--- src/rtl/ps2_kbd_rx_if.sv ---
// ============================================================================
// ps2_kbd_rx_if : PS/2 pins, MMIO pop strobe and keyboard status bundle
// Revision      : 1.0
// ============================================================================
`default_nettype none
`timescale 1ns/1ps

interface ps2_kbd_rx_if;
  logic       ps2_clk;
  logic       ps2_data;
  logic       kbd_read_enable;
  logic       kbd_ready;
  logic [7:0] kbd_data;
  logic       kbd_overflow;
  logic       frame_err;

  // Master is the keyboard/MMIO side, slave is the receiver.
  modport master (
    output ps2_clk, ps2_data, kbd_read_enable,
    input  kbd_ready, kbd_data, kbd_overflow, frame_err
  );

  modport slave (
    input  ps2_clk, ps2_data, kbd_read_enable,
    output kbd_ready, kbd_data, kbd_overflow, frame_err
  );
endinterface

`default_nettype wire

--- src/rtl/ps2_kbd_rx.sv ---
// ============================================================================
// ps2_kbd_rx : PS/2 keyboard frame receiver with scancode FIFO for MMIO reads
// Revision   : 1.0
// ============================================================================
`default_nettype none
`timescale 1ns/1ps

module ps2_kbd_rx #(
  parameter int FIFO_DEPTH     = 8,
  parameter int TIMEOUT_CYCLES = 50000
) (
  input  logic           clk,
  input  logic           rst,
  ps2_kbd_rx_if.slave    bus
);

  localparam int AW = $clog2(FIFO_DEPTH);
  localparam int TW = (TIMEOUT_CYCLES > 1) ? $clog2(TIMEOUT_CYCLES) : 1;
  localparam logic [TW-1:0] c_TO_LAST  = TW'(TIMEOUT_CYCLES - 1);
  localparam logic [AW:0]   c_PTR_ONE  = {{AW{1'b0}}, 1'b1};
  localparam logic [3:0]    c_STOP_BIT = 4'd9;

  typedef enum logic [1:0] {
    S_IDLE  = 2'd0,
    S_RECV  = 2'd1,
    S_CHECK = 2'd2
  } state_t;

  // Input synchronisers; idle-high so reset never fakes a falling edge.
  logic ps2c_s1_q, ps2c_s2_q, ps2c_prev_q;
  logic ps2d_s1_q, ps2d_s2_q;
  logic w_fall;

  always_ff @(posedge clk) begin
    if (rst) begin
      ps2c_s1_q   <= 1'b1;
      ps2c_s2_q   <= 1'b1;
      ps2c_prev_q <= 1'b1;
      ps2d_s1_q   <= 1'b1;
      ps2d_s2_q   <= 1'b1;
    end else begin
      ps2c_s1_q   <= bus.ps2_clk;
      ps2c_s2_q   <= ps2c_s1_q;
      ps2c_prev_q <= ps2c_s2_q;
      ps2d_s1_q   <= bus.ps2_data;
      ps2d_s2_q   <= ps2d_s1_q;
    end
  end

  assign w_fall = ps2c_prev_q & ~ps2c_s2_q;

  // Deframing FSM
  state_t         state_q, state_d;
  logic [3:0]     bitcnt_q, bitcnt_d;
  logic [9:0]     shreg_q, shreg_d;
  logic [TW-1:0]  tocnt_q, tocnt_d;
  logic           frame_err_q, frame_err_d;
  logic           w_push_req;

  always_ff @(posedge clk) begin
    if (rst) begin
      state_q     <= S_IDLE;
      bitcnt_q    <= 4'd0;
      shreg_q     <= 10'd0;
      tocnt_q     <= '0;
      frame_err_q <= 1'b0;
    end else begin
      state_q     <= state_d;
      bitcnt_q    <= bitcnt_d;
      shreg_q     <= shreg_d;
      tocnt_q     <= tocnt_d;
      frame_err_q <= frame_err_d;
    end
  end

  always_comb begin
    state_d     = state_q;
    bitcnt_d    = bitcnt_q;
    shreg_d     = shreg_q;
    tocnt_d     = tocnt_q;
    frame_err_d = 1'b0;
    w_push_req  = 1'b0;
    case (state_q)
      S_IDLE: begin
        tocnt_d = '0;
        if (w_fall && !ps2d_s2_q) begin
          state_d  = S_RECV;
          bitcnt_d = 4'd0;
          shreg_d  = 10'd0;
        end
      end
      S_RECV: begin
        if (w_fall) begin
          // LSB-first: after ten shifts [7:0]=data, [8]=parity, [9]=stop.
          shreg_d = {ps2d_s2_q, shreg_q[9:1]};
          tocnt_d = '0;
          if (bitcnt_q == c_STOP_BIT) begin
            state_d = S_CHECK;
          end else begin
            bitcnt_d = bitcnt_q + 4'd1;
          end
        end else if (tocnt_q == c_TO_LAST) begin
          state_d     = S_IDLE;
          tocnt_d     = '0;
          frame_err_d = 1'b1;
        end else begin
          tocnt_d = tocnt_q + {{(TW-1){1'b0}}, 1'b1};
        end
      end
      S_CHECK: begin
        state_d = S_IDLE;
        if ((^shreg_q[8:0]) && shreg_q[9]) begin
          w_push_req = 1'b1;
        end else begin
          frame_err_d = 1'b1;
        end
      end
      default: begin
        state_d = S_IDLE;
      end
    endcase
  end

  // Scancode FIFO
  logic [7:0]  mem_q [FIFO_DEPTH];
  logic [AW:0] wr_ptr_q, wr_ptr_d;
  logic [AW:0] rd_ptr_q, rd_ptr_d;
  logic        ovf_q, ovf_d;
  logic        w_empty, w_full, w_do_push, w_do_pop;

  assign w_empty   = (wr_ptr_q == rd_ptr_q);
  assign w_full    = (wr_ptr_q[AW] != rd_ptr_q[AW]) &&
                     (wr_ptr_q[AW-1:0] == rd_ptr_q[AW-1:0]);
  assign w_do_pop  = bus.kbd_read_enable && !w_empty;
  // A pop in the same cycle frees the slot the push lands in.
  assign w_do_push = w_push_req && (!w_full || w_do_pop);

  always_comb begin
    wr_ptr_d = wr_ptr_q;
    rd_ptr_d = rd_ptr_q;
    ovf_d    = ovf_q;
    if (w_do_push) begin
      wr_ptr_d = wr_ptr_q + c_PTR_ONE;
    end
    if (w_do_pop) begin
      rd_ptr_d = rd_ptr_q + c_PTR_ONE;
    end
    if (w_push_req && w_full && !w_do_pop) begin
      ovf_d = 1'b1;
    end else if (w_do_pop && !w_do_push && ((rd_ptr_q + c_PTR_ONE) == wr_ptr_q)) begin
      ovf_d = 1'b0;
    end
  end

  always_ff @(posedge clk) begin
    if (rst) begin
      wr_ptr_q <= '0;
      rd_ptr_q <= '0;
      ovf_q    <= 1'b0;
    end else begin
      wr_ptr_q <= wr_ptr_d;
      rd_ptr_q <= rd_ptr_d;
      ovf_q    <= ovf_d;
    end
  end

  always_ff @(posedge clk) begin
    if (w_do_push) begin
      mem_q[wr_ptr_q[AW-1:0]] <= shreg_q[7:0];
    end
  end

  assign bus.kbd_ready    = !w_empty;
  assign bus.kbd_data     = w_empty ? 8'h00 : mem_q[rd_ptr_q[AW-1:0]];
  assign bus.kbd_overflow = ovf_q;
  assign bus.frame_err    = frame_err_q;

endmodule

`default_nettype wire
--- src/flat_wrapper.sv ---
// flat-port wrapper written by rule: the top's interface ports become plain ports
module ps2_kbd_rx_flat 
#(
  parameter int FIFO_DEPTH     = 8,
  parameter int TIMEOUT_CYCLES = 50000
)
  (clk, rst, bus_ps2_clk, bus_ps2_data, bus_kbd_read_enable, bus_kbd_ready, bus_kbd_data, bus_kbd_overflow, bus_frame_err);
  ps2_kbd_rx_if bus_i ();
  input  logic clk;
  input  logic rst;
  input wire logic [$bits(bus_i.ps2_clk)-1:0] bus_ps2_clk;
  input wire logic [$bits(bus_i.ps2_data)-1:0] bus_ps2_data;
  input wire logic [$bits(bus_i.kbd_read_enable)-1:0] bus_kbd_read_enable;
  output wire logic [$bits(bus_i.kbd_ready)-1:0] bus_kbd_ready;
  output wire logic [$bits(bus_i.kbd_data)-1:0] bus_kbd_data;
  output wire logic [$bits(bus_i.kbd_overflow)-1:0] bus_kbd_overflow;
  output wire logic [$bits(bus_i.frame_err)-1:0] bus_frame_err;
  assign bus_i.ps2_clk = bus_ps2_clk;
  assign bus_i.ps2_data = bus_ps2_data;
  assign bus_i.kbd_read_enable = bus_kbd_read_enable;
  assign bus_kbd_ready = bus_i.kbd_ready;
  assign bus_kbd_data = bus_i.kbd_data;
  assign bus_kbd_overflow = bus_i.kbd_overflow;
  assign bus_frame_err = bus_i.frame_err;
  ps2_kbd_rx #(.FIFO_DEPTH(FIFO_DEPTH), .TIMEOUT_CYCLES(TIMEOUT_CYCLES)) u_core (.clk(clk), .rst(rst), .bus(bus_i));
endmodule
--- config.mk ---
export PLATFORM = sky130hd
export DESIGN_NAME = ps2_kbd_rx_flat
export DESIGN_NICKNAME = d
export VERILOG_FILES = /design/src/rtl/ps2_kbd_rx_if.sv /design/src/rtl/ps2_kbd_rx.sv /design/src/flat_wrapper.sv
export SDC_FILE = /design/constraint.sdc
export NUM_CORES = 1
export LEC_CHECK = 0
export ABC_AREA = 1
export BUFFER_PORTS_ARGS = -buffer_cell sky130_fd_sc_hd__buf_2
export CAP_MARGIN = 20
export CORE_UTILIZATION = 35
export DETAILED_ROUTE_END_ITERATION = 16
export PLACE_DENSITY_LB_ADDON = 0.12
export SYNTH_ARGS = -nofsm -noshare
export SYNTH_HDL_FRONTEND = slang
export SYNTH_SLANG_ARGS = --single-unit
--- constraint.sdc ---
create_clock -name clk -period 2.5 [get_ports clk]
set_input_delay 0.125 -clock clk [delete_from_list [all_inputs] [get_ports clk]]
set_output_delay 0.125 -clock clk [all_outputs]
set_load 0.01 [all_outputs]
Word-level counts from Yosys, hierarchy flattened
Memory sizes are Yosys's and may differ from the RTL's. A register that Yosys moved wholly into a read port is not among the register bits.
Index checks and enable logic that the tools add are counted.
{ "word_totals": {"reg_bits": 47, "mem_bits_rw": 64, "input_bits": 5, "out_inout_bits": 11, "word_cells": 83, "mem_count": 1} }
{ "op_classes": {"n_addsub": 4, "eq_ne": 13, "mux": 28, "bitwise_logic": 2, "n_reduce_logical": 22} }
{ "mem_list": {"columns": ["memory", "depth", "word_bits", "rd", "rd_clocked_by_memory_dff", "write_ports", "line", "rtl"], "rows": [
  ["u_core.mem_q", 8, 8, 1, 1, 1, "ps2_kbd_rx.sv:125", "logic [7:0] mem_q [FIFO_DEPTH];"]
]} }
{ "ops": {"columns": ["cell", "count"], "rows": [
  ["$mux 16", 2],
  ["$pmux 16 s2", 1],
  ["$mux 10", 2],
  ["$pmux 10 s2", 1],
  ["$add 16x1->16 const B", 1],
  ["$eq 16x16->1 const B", 1],
  ["$add 4x1->4 const B", 3],
  ["$mux 4", 3],
  ["$logic_and 1x1->1", 9],
  ["$mux 1", 9],
  ["$reduce_xor 9->1", 1],
  ["$eq 4x4->1", 2],
  ["$mux 2", 4],
  ["$mux 8", 1],
  ["$pmux 4 s2", 1],
  ["$mux 3", 2],
  ["$reduce_and 3->1", 2],
  ["$logic_not 1->1", 5],
  ["$eq 4x4->1 const B", 1],
  ["$ne 2x1->1 const B", 2],
  ["$pmux 2 s2", 1],
  ["$reduce_and 4->1", 1],
  ["$reduce_bool 2->1", 2],
  ["$eq 3x3->1", 1],
  ["other kinds (11)", 11]
]} }

Logic depth before layout (Yosys ltp)
Gate-level depths: netlist of the first run.
{ "depth": {"ltp_word": 10, "ltp_mapped": 13, "mapped_depth_nobuf": 13} }

Worst setup path before layout of the first run
Ideal clock, no wire load.
{ "synth_path": {"path_kind": "register to register", "start": "register u_core.shreg_q[5]", "end": "memory u_core.mem_q[2][0] (enable)", "setup_time_ns": 0.339, "arrival_time_ns": 1.685, "t_required_ns": 2.161, "slack_ns": 0.477, "path_stages_with_launch": 12, "n_path_buf": 0, "period_less_slack_ns": 2.023, "cell_sequence": "dfxtp_1 inv_2 nand2_1 nand2_1 nand2_2 nand3_2 nand3_2 nand2_2 nor2_4 nand3_4 or2_4 nor2_2"} }
{ "synth_via": {"elab_chain_cells": 7} }
{ "synth_rtl": {"columns": ["item", "line", "rtl"], "rows": [
  ["from (decl)", "ps2_kbd_rx.sv:55", "logic [9:0] shreg_q, shreg_d;"],
  ["from (signal assigned)", "ps2_kbd_rx.sv:70", "shreg_q <= shreg_d;"],
  ["$reduce_xor 9->1", "ps2_kbd_rx.sv:112", "if ((^shreg_q[8:0]) && shreg_q[9]) begin"],
  ["$logic_and 1x1->1", "ps2_kbd_rx.sv:112", null],
  ["$mux 1", "ps2_kbd_rx.sv:112", null],
  ["$mux 1", "ps2_kbd_rx.sv:83", "case (state_q)"],
  ["$logic_and 1x1->1", "ps2_kbd_rx.sv:136", "assign w_do_push = w_push_req && (!w_full || w_do_pop);"],
  ["$mux 1", "ps2_kbd_rx.sv:168", "if (w_do_push) begin"],
  ["$mux 1 (implied by the code)", "ps2_kbd_rx.sv:169", "mem_q[wr_ptr_q[AW-1:0]] <= shreg_q[7:0];"],
  ["to (decl)", "ps2_kbd_rx.sv:125", null]
]} }
No other way between the ends.

Final worst setup path of the first run
{ "layout_path": {"start": "register u_core.shreg_q[7]", "end": "memory u_core.mem_q[0][2] (enable)"} }
The elaborated chain is that of the path after synthesis.

==> metrics, run 1 <==
post-cts sizing count=0; Syn Inst Count=516; Tmin final=2.26 ns; CTS tree=yes; Max Root-Sink Buffers=2; final core utilization=0.426; endpoints failing setup=0; Worst Setup Path Type=reg -> reg; Worst EP required=2.56 ns; worst path cell trace=inv_2 > nand2_1 > nand2_1 > nand2_1 > nand3_2 > nand3_2 > nand2_2 > nor2_4 > nand3_4 > or2_4 > nor2_2; cell taking the most area after synthesis=edfxtp_1; GP Congestion=0.724; die footprint=0.0147 mm²; final worst-path cycle share=0.904; Sink Count=114; Reg area=0.00292 mm²; Post-layout nets=567; Least-Margin Pin Slew=0.545 ns; pin count of the biggest net entering global routing=33; FILL cells=1387; DRT Pass-1 Iters=5; unrepaired setup endpoints after global routing=no; Relative slew margins=0.636; synthesis-stage register bit count=114; Placeable Area=0.0139 mm²; Worst path most repeated cell=nand2_1; mapped cell area=0.00497 mm²; Setup crit end kind=flip-flop; WL per Instance=14.3 µm; synthesized area per cell=9.63 µm²; # rows=43; vias post-DR=3575; Reg clk slew, reported paths=0.05 ns; top cell type's share of synthesized area=0.387; post-CTS setup buffers=0; Worst VDD drop=0.601 mV; MaxCap Viol Count=0; sequential fraction of the synthesis area=0.588; critical path launch point type=flip-flop; gr usage total=0.162; crit-path max cell delay=0.47 ns; Max stage delay cell, worst path=dfxtp_1; Synth area leaders=edfxtp_1 39%, dfxtp_1 20%, nor2_1 6.6%; worst hold stages=2; Hold Path Class=in -> reg; antenna diode count=0; H-tree levels=4; Routed Antenna Nets=0; DR vias/cell=4.79; worst r2r path cells=11; first-pass GRT wire length=17.7 mm; chip height=121 µm; Chip Width=121 µm; worst hold path startpoint=rst; crit path DAT=2.32 ns; initial antenna violation count=0; global route overflow=0; final wirelength=10.7 mm; post-synth cell types=38; worst r2r src=u_core.shreg_q[7]; syn nets=529; Pleak=2.19 nW; Yosys warnings=0; vias in the first global route=3592; CP max FO=8; worst r2r dst=u_core.mem_q[0][2]; Max Transition Viols Final=0; Post-route DRC=0; DR iter-0 viols=232; CTS root buf=clkbuf_16; Hold Buf Count CTS=2; Clock Skew=0.00754 ns; P&R area growth vs syn=18.9%; port bufs=15; Cell Pwr Density=1110 mW/mm²; worst-skew pair later-pin latency=0.41 ns; final hold violation count=0; r2r setup slk=0.24 ns; status=complete, no violations; sum of negative setup slack=0 ns; CTS buffer count=17; area occupied by multi-input gates=0.00181 mm²; maximum clock rate=0.442 GHz; io pins=16; DP HPWL=7.43 mm; initial core utilization=0.358; Hold Path End=u_core.bitcnt_q[1]; layout cells sized above 1=0.183
==> metrics by stage <==
stage | area [µm²] | instances | hold slack, ns | total power [mW] | worst slack [ns]
floorplan | 4970 | 516 | 0.229 | 3.69 | 0.477
global placement | 5340 | 713 | 0.311 | 4.34 | 0.272
detailed placement | 5340 | 713 | 0.311 | 4.36 | 0.231
CTS | 5910 | 747 | 0.0558 | 6.66 | 0.225
global route | 5910 | 747 | 0.0582 | 7.02 | 0.0208
finish | 5910 | 747 | 0.0717 | 6.56 | 0.240
==> kinds of logic after synthesis <==
family,synth area share
xor gates and xnor gates,0.0297
buffers and inverters,0.0483
AOI/OAI and AO/OA,0.112
and+or+nand+nor,0.202
DFF,0.588
adders and majority gates,0.0201
==> power by group <==
group	switching [mW]	internal [mW]	total [mW]
Sequential	0.120	2.16	2.28
Clock	0.818	1.45	2.27
Combinational	1.34	0.667	2.01
Total	2.28	4.29	6.56
==> layout by cell type, fill, tap and decap left out, drive strengths merged, types with 18 or more instances in the layout <==
| cell type | instances |
|---|---|
| a21oi | 23 |
| buf | 33 |
| clkbuf | 21 |
| dfxtp | 50 |
| edfxtp | 64 |
| inv | 46 |
| nand2 | 69 |
| nand3 | 18 |
| nor2 | 97 |
| o21ai | 52 |
==> worst max-delay path, delay by kind of cell, from the launching register on <==
kind	cells	cell delay (ns)
buffers and inverters	1	0.07
DFF	1	0.47
and+or+nand+nor	10	1.37
==> cells in the mapped netlist (all sizes together) <==
cell type and instances:
a211oi 9, a21oi 23, a31oi 8, and3 1, buf 5, clkbuf 11
dfxtp 50, edfxtp 64, ha 8, inv 45, nand2 69, nand3 18
nand4 7, nor2 97, nor3 13, nor3b 4, nor4 1, o21ai 52
o22ai 8, o31ai 1, or2 6, xnor2 7, xor2 9
==> layer usage <==
layer | global-route usage | vias up | part of all wire
met3 | 0.0456 | 14 | 0.032
li1 | - | 1842 | -
met4 | 0.0741 | 0 | 0.015
met2 | 0.272 | 42 | 0.50
met1 | 0.192 | 1677 | 0.45
met5 | 0 | - | 0
==> state kept, by name (all words and copies together) (netlist names), 2 cells and up, named ones only <==
signal,count
u_core.shreg_q,10
u_core.tocnt_q,16
u_core.rd_ptr_q,4
u_core.bitcnt_q,4
u_core.state_q,2
u_core.mem_q,64
u_core.wr_ptr_q,4
==> worst max-delay path by stage <==
stage	from	endpoint	slack [ns]	cells past startpoint
after floorplan	u_core.shreg_q[5]	u_core.mem_q[2][0]	0.48	11
final	u_core.shreg_q[7]	u_core.mem_q[0][2]	0.24	11
after global placement	u_core.shreg_q[7]	u_core.mem_q[2][4]	0.27	11
after CTS	u_core.shreg_q[7]	u_core.mem_q[0][2]	0.23	11
after global routing	u_core.shreg_q[7]	u_core.mem_q[2][3]	0.02	11
after detailed placement	u_core.shreg_q[7]	u_core.mem_q[0][6]	0.23	11
==> final cells by class <==
cell class                      count  share of cell area
Clock buffer                       21              0.0745
Clock inverter                     11              0.0193
Inverter                           45              0.0290
Multi-Input combinational cell    341               0.306
Sequential cell                   114               0.494
Tap cell                          180              0.0381
Timing Repair Buffer               35              0.0389
Power figures use the tool's default switching activity.
==> run 2: changes to the inputs <==
CORE_UTILIZATION = 50   (was 35)
GPL_TIMING_DRIVEN = 0   (was default)
==> metrics, run 2 (same netlist as run 1, synthesis figures left out) <==
Reg power frac=0.374 (+0.026); worst r2r dst=u_core.mem_q[2][6]; FILL cells=838 (-40%); Sink Count=114 (unchanged); Cell Pwr Density=1090 mW/mm² (-1.6%); worst hold path startpoint=rst; # rows=36 (-16%); vias post-DR=3604 (+0.81%); status=complete, no violations; antenna diode count=0 (unchanged); final worst-path cycle share=0.938 (+0.0343); vias in the first global route=3356 (-6.6%); switching share of total power=0.360 (+0.0131); first-pass GRT wire length=16.6 mm (-6.2%); Hold Path Class=in -> reg; global route overflow=0 (unchanged); Clock Skew=0.0116 ns (+0.00403 ns); port bufs=15 (unchanged); WL per Instance=14.6 µm (+2.1%); GP Congestion=0.784 (+8.3%); Chip Width=102 µm (-16%); Max Root-Sink Buffers=2 (unchanged); Post-Place Cells=664 (-6.9%); r2r setup slk=0.15 ns (-0.09 ns); Post-layout nets=569 (+0.35%); initial core utilization=0.513 (+0.155); CTS tree=yes; max FFs per register=64 (unchanged); Internal Power=4.09 mW (-4.6%); Final Cell Area=0.00585 mm² (-1.1%); Placeable Area=0.00968 mm² (-30%); commonest non-fill, non-tap cell in the layout=nor2_1; gr usage total=0.220 (+0.0578); Reg clk slew, reported paths=0.06 ns (about the same); crit path DAT=2.52 ns (+0.20 ns); DR vias/cell=5.13 (+7.3%); io pins=16 (unchanged); P&R area growth vs syn=17.6%; Worst EP required=2.67 ns (+0.11 ns); Setup crit end kind=flip-flop; DRT Pass-1 Iters=4 (-1); endpoints failing setup=0 (unchanged); sw power=2.30 mW (+1.1%); worst r2r src=u_core.shreg_q[0]; DR iter-0 viols=183 (-21%); Clock power frac=0.326 (-0.020); CP max FO=10 (+2); most frequent cells in the layout=84 x nor2_1, 64 x edfxtp_1, 62 x nand2_1; pin count of the biggest net entering global routing=17 (-48%); Pleak=2.13 nW (-2.9%); Post-route DRC=0 (unchanged); worst-skew pair later-pin latency=0.52 ns (+0.11 ns); MaxCap Viol Count=0 (unchanged); Worst Slack Setup Final=0.154 ns (-0.0857 ns); final wirelength=10.3 mm (-4.1%); initial antenna violation count=0 (unchanged); worst r2r path cells=8 (-3); worst path cell trace=xnor2_2 > nand3_2 > nand3_2 > nand2_2 > nor2_4 > nand3_4 > or2_4 > nor2_2; final hold violation count=0 (unchanged); placed cell areas=0.00521 mm² (-2.3%); Hold Path End=u_core.ps2c_s2_q; critical path launch point type=flip-flop; Tmin final=2.35 ns (+0.0857 ns); worst hold stages=3 (+1); layout cells sized above 1=0.185 (+0.00111); Least-Margin Pin Slew=0.659 ns (+0.115 ns); worst path bufs/invs=0 (-1); H-tree levels=4 (unchanged); die footprint=0.0103 mm² (-30%); final core utilization=0.604 (+0.178); Worst VDD drop=0.499 mV (-17%); final total power=6.39 mW (-2.6%); hold slack final=0.398 ns (+0.326 ns); Worst path most repeated cell=nand3_2; Max Transition Viols Final=0 (unchanged); Worst Setup Path Type=reg -> reg; DP Worst Slack=-0.111 ns (-0.341 ns); DP HPWL=6.94 mm (-6.5%); unrepaired setup endpoints after global routing=no; crit-path max cell delay=0.61 ns (+0.14 ns); Final Non-Filler Cells=702 (-6.0%); CP delay by family, top=simple AND/OR/NAND/NOR gates; chip height=102 µm (-16%); CTS root buf=clkbuf_8; post-CTS setup buffers=0 (unchanged); combinational share of power=0.300 (-0.006); CTS buffer count=17 (unchanged); Relative slew margins=0.558 (-0.0789); maximum clock rate=0.426 GHz (-3.7%); Routed Antenna Nets=0 (unchanged); sum of negative setup slack=0 ns (unchanged); Max stage delay cell, worst path=dfxtp_1
run 2: what timing repair did:
action                                  in CTS  in global routing
hold buffers                                 6                  0
gates resized for setup                      2                 19
endpoints found under the setup margin      40                 66
hold endpoints to repair                     4                  0
run 2: layer usage:
layer  GRT usage  part of all wire  vias to the layer above
met5           0                 0                        -
met3      0.0697             0.043                       17
met4      0.0780             0.017                        0
met2       0.361              0.49                       75
li1            -                 -                     1844
met1       0.274              0.45                     1668
run 2: worst max path at each step:
stage / startpoint / to / slack, ns / cells after the start
2_1_floorplan: u_core.shreg_q[5] / u_core.mem_q[2][0] / 0.48 / 11
3_3_place_gp: u_core.shreg_q[7] / u_core.mem_q[1][3] / -0.07 / 10
3_5_place_dp: u_core.shreg_q[7] / u_core.mem_q[1][3] / -0.11 / 10
4_1_cts: u_core.shreg_q[7] / u_core.mem_q[1][6] / -0.12 / 10
5_1_grt: u_core.shreg_q[0] / u_core.mem_q[2][0] / 0.004 / 8
6_report: u_core.shreg_q[0] / u_core.mem_q[2][6] / 0.15 / 8
run 2: area by class of cell:
type | instances | area (µm²) | share of cell area
sequential | 114 | 2930 | 0.501
tap | 133 | 166 | 0.0285
timing repair buffer | 21 | 135 | 0.0231
multi-input combinational | 341 | 1850 | 0.316
clock inverter | 10 | 60.1 | 0.0103
inverter | 45 | 171 | 0.0293
buffer | 16 | 71.3 | 0.0122
clock buffer | 22 | 464 | 0.0794
run 2: power groups by stage:
| stage | clock network (mW) | logic, mW | registers, mW |
|---|---|---|---|
| 5_1_grt | 2.20 | 2.15 | 2.42 |
| 3_3_place_gp | 0 | 1.87 | 2.41 |
| 6_report | 2.08 | 1.92 | 2.39 |
| 2_1_floorplan | 0 | 1.36 | 2.33 |
| 4_1_cts | 2.12 | 1.92 | 2.39 |
| 3_5_place_dp | 0 | 1.91 | 2.42 |
run 2: worst register-to-register path, delay by kind of cell, from the launching register on:
kind | cells | cell delay [ns]
simple gates | 7 | 1.18
flops | 1 | 0.61
xor+xnor | 1 | 0.19
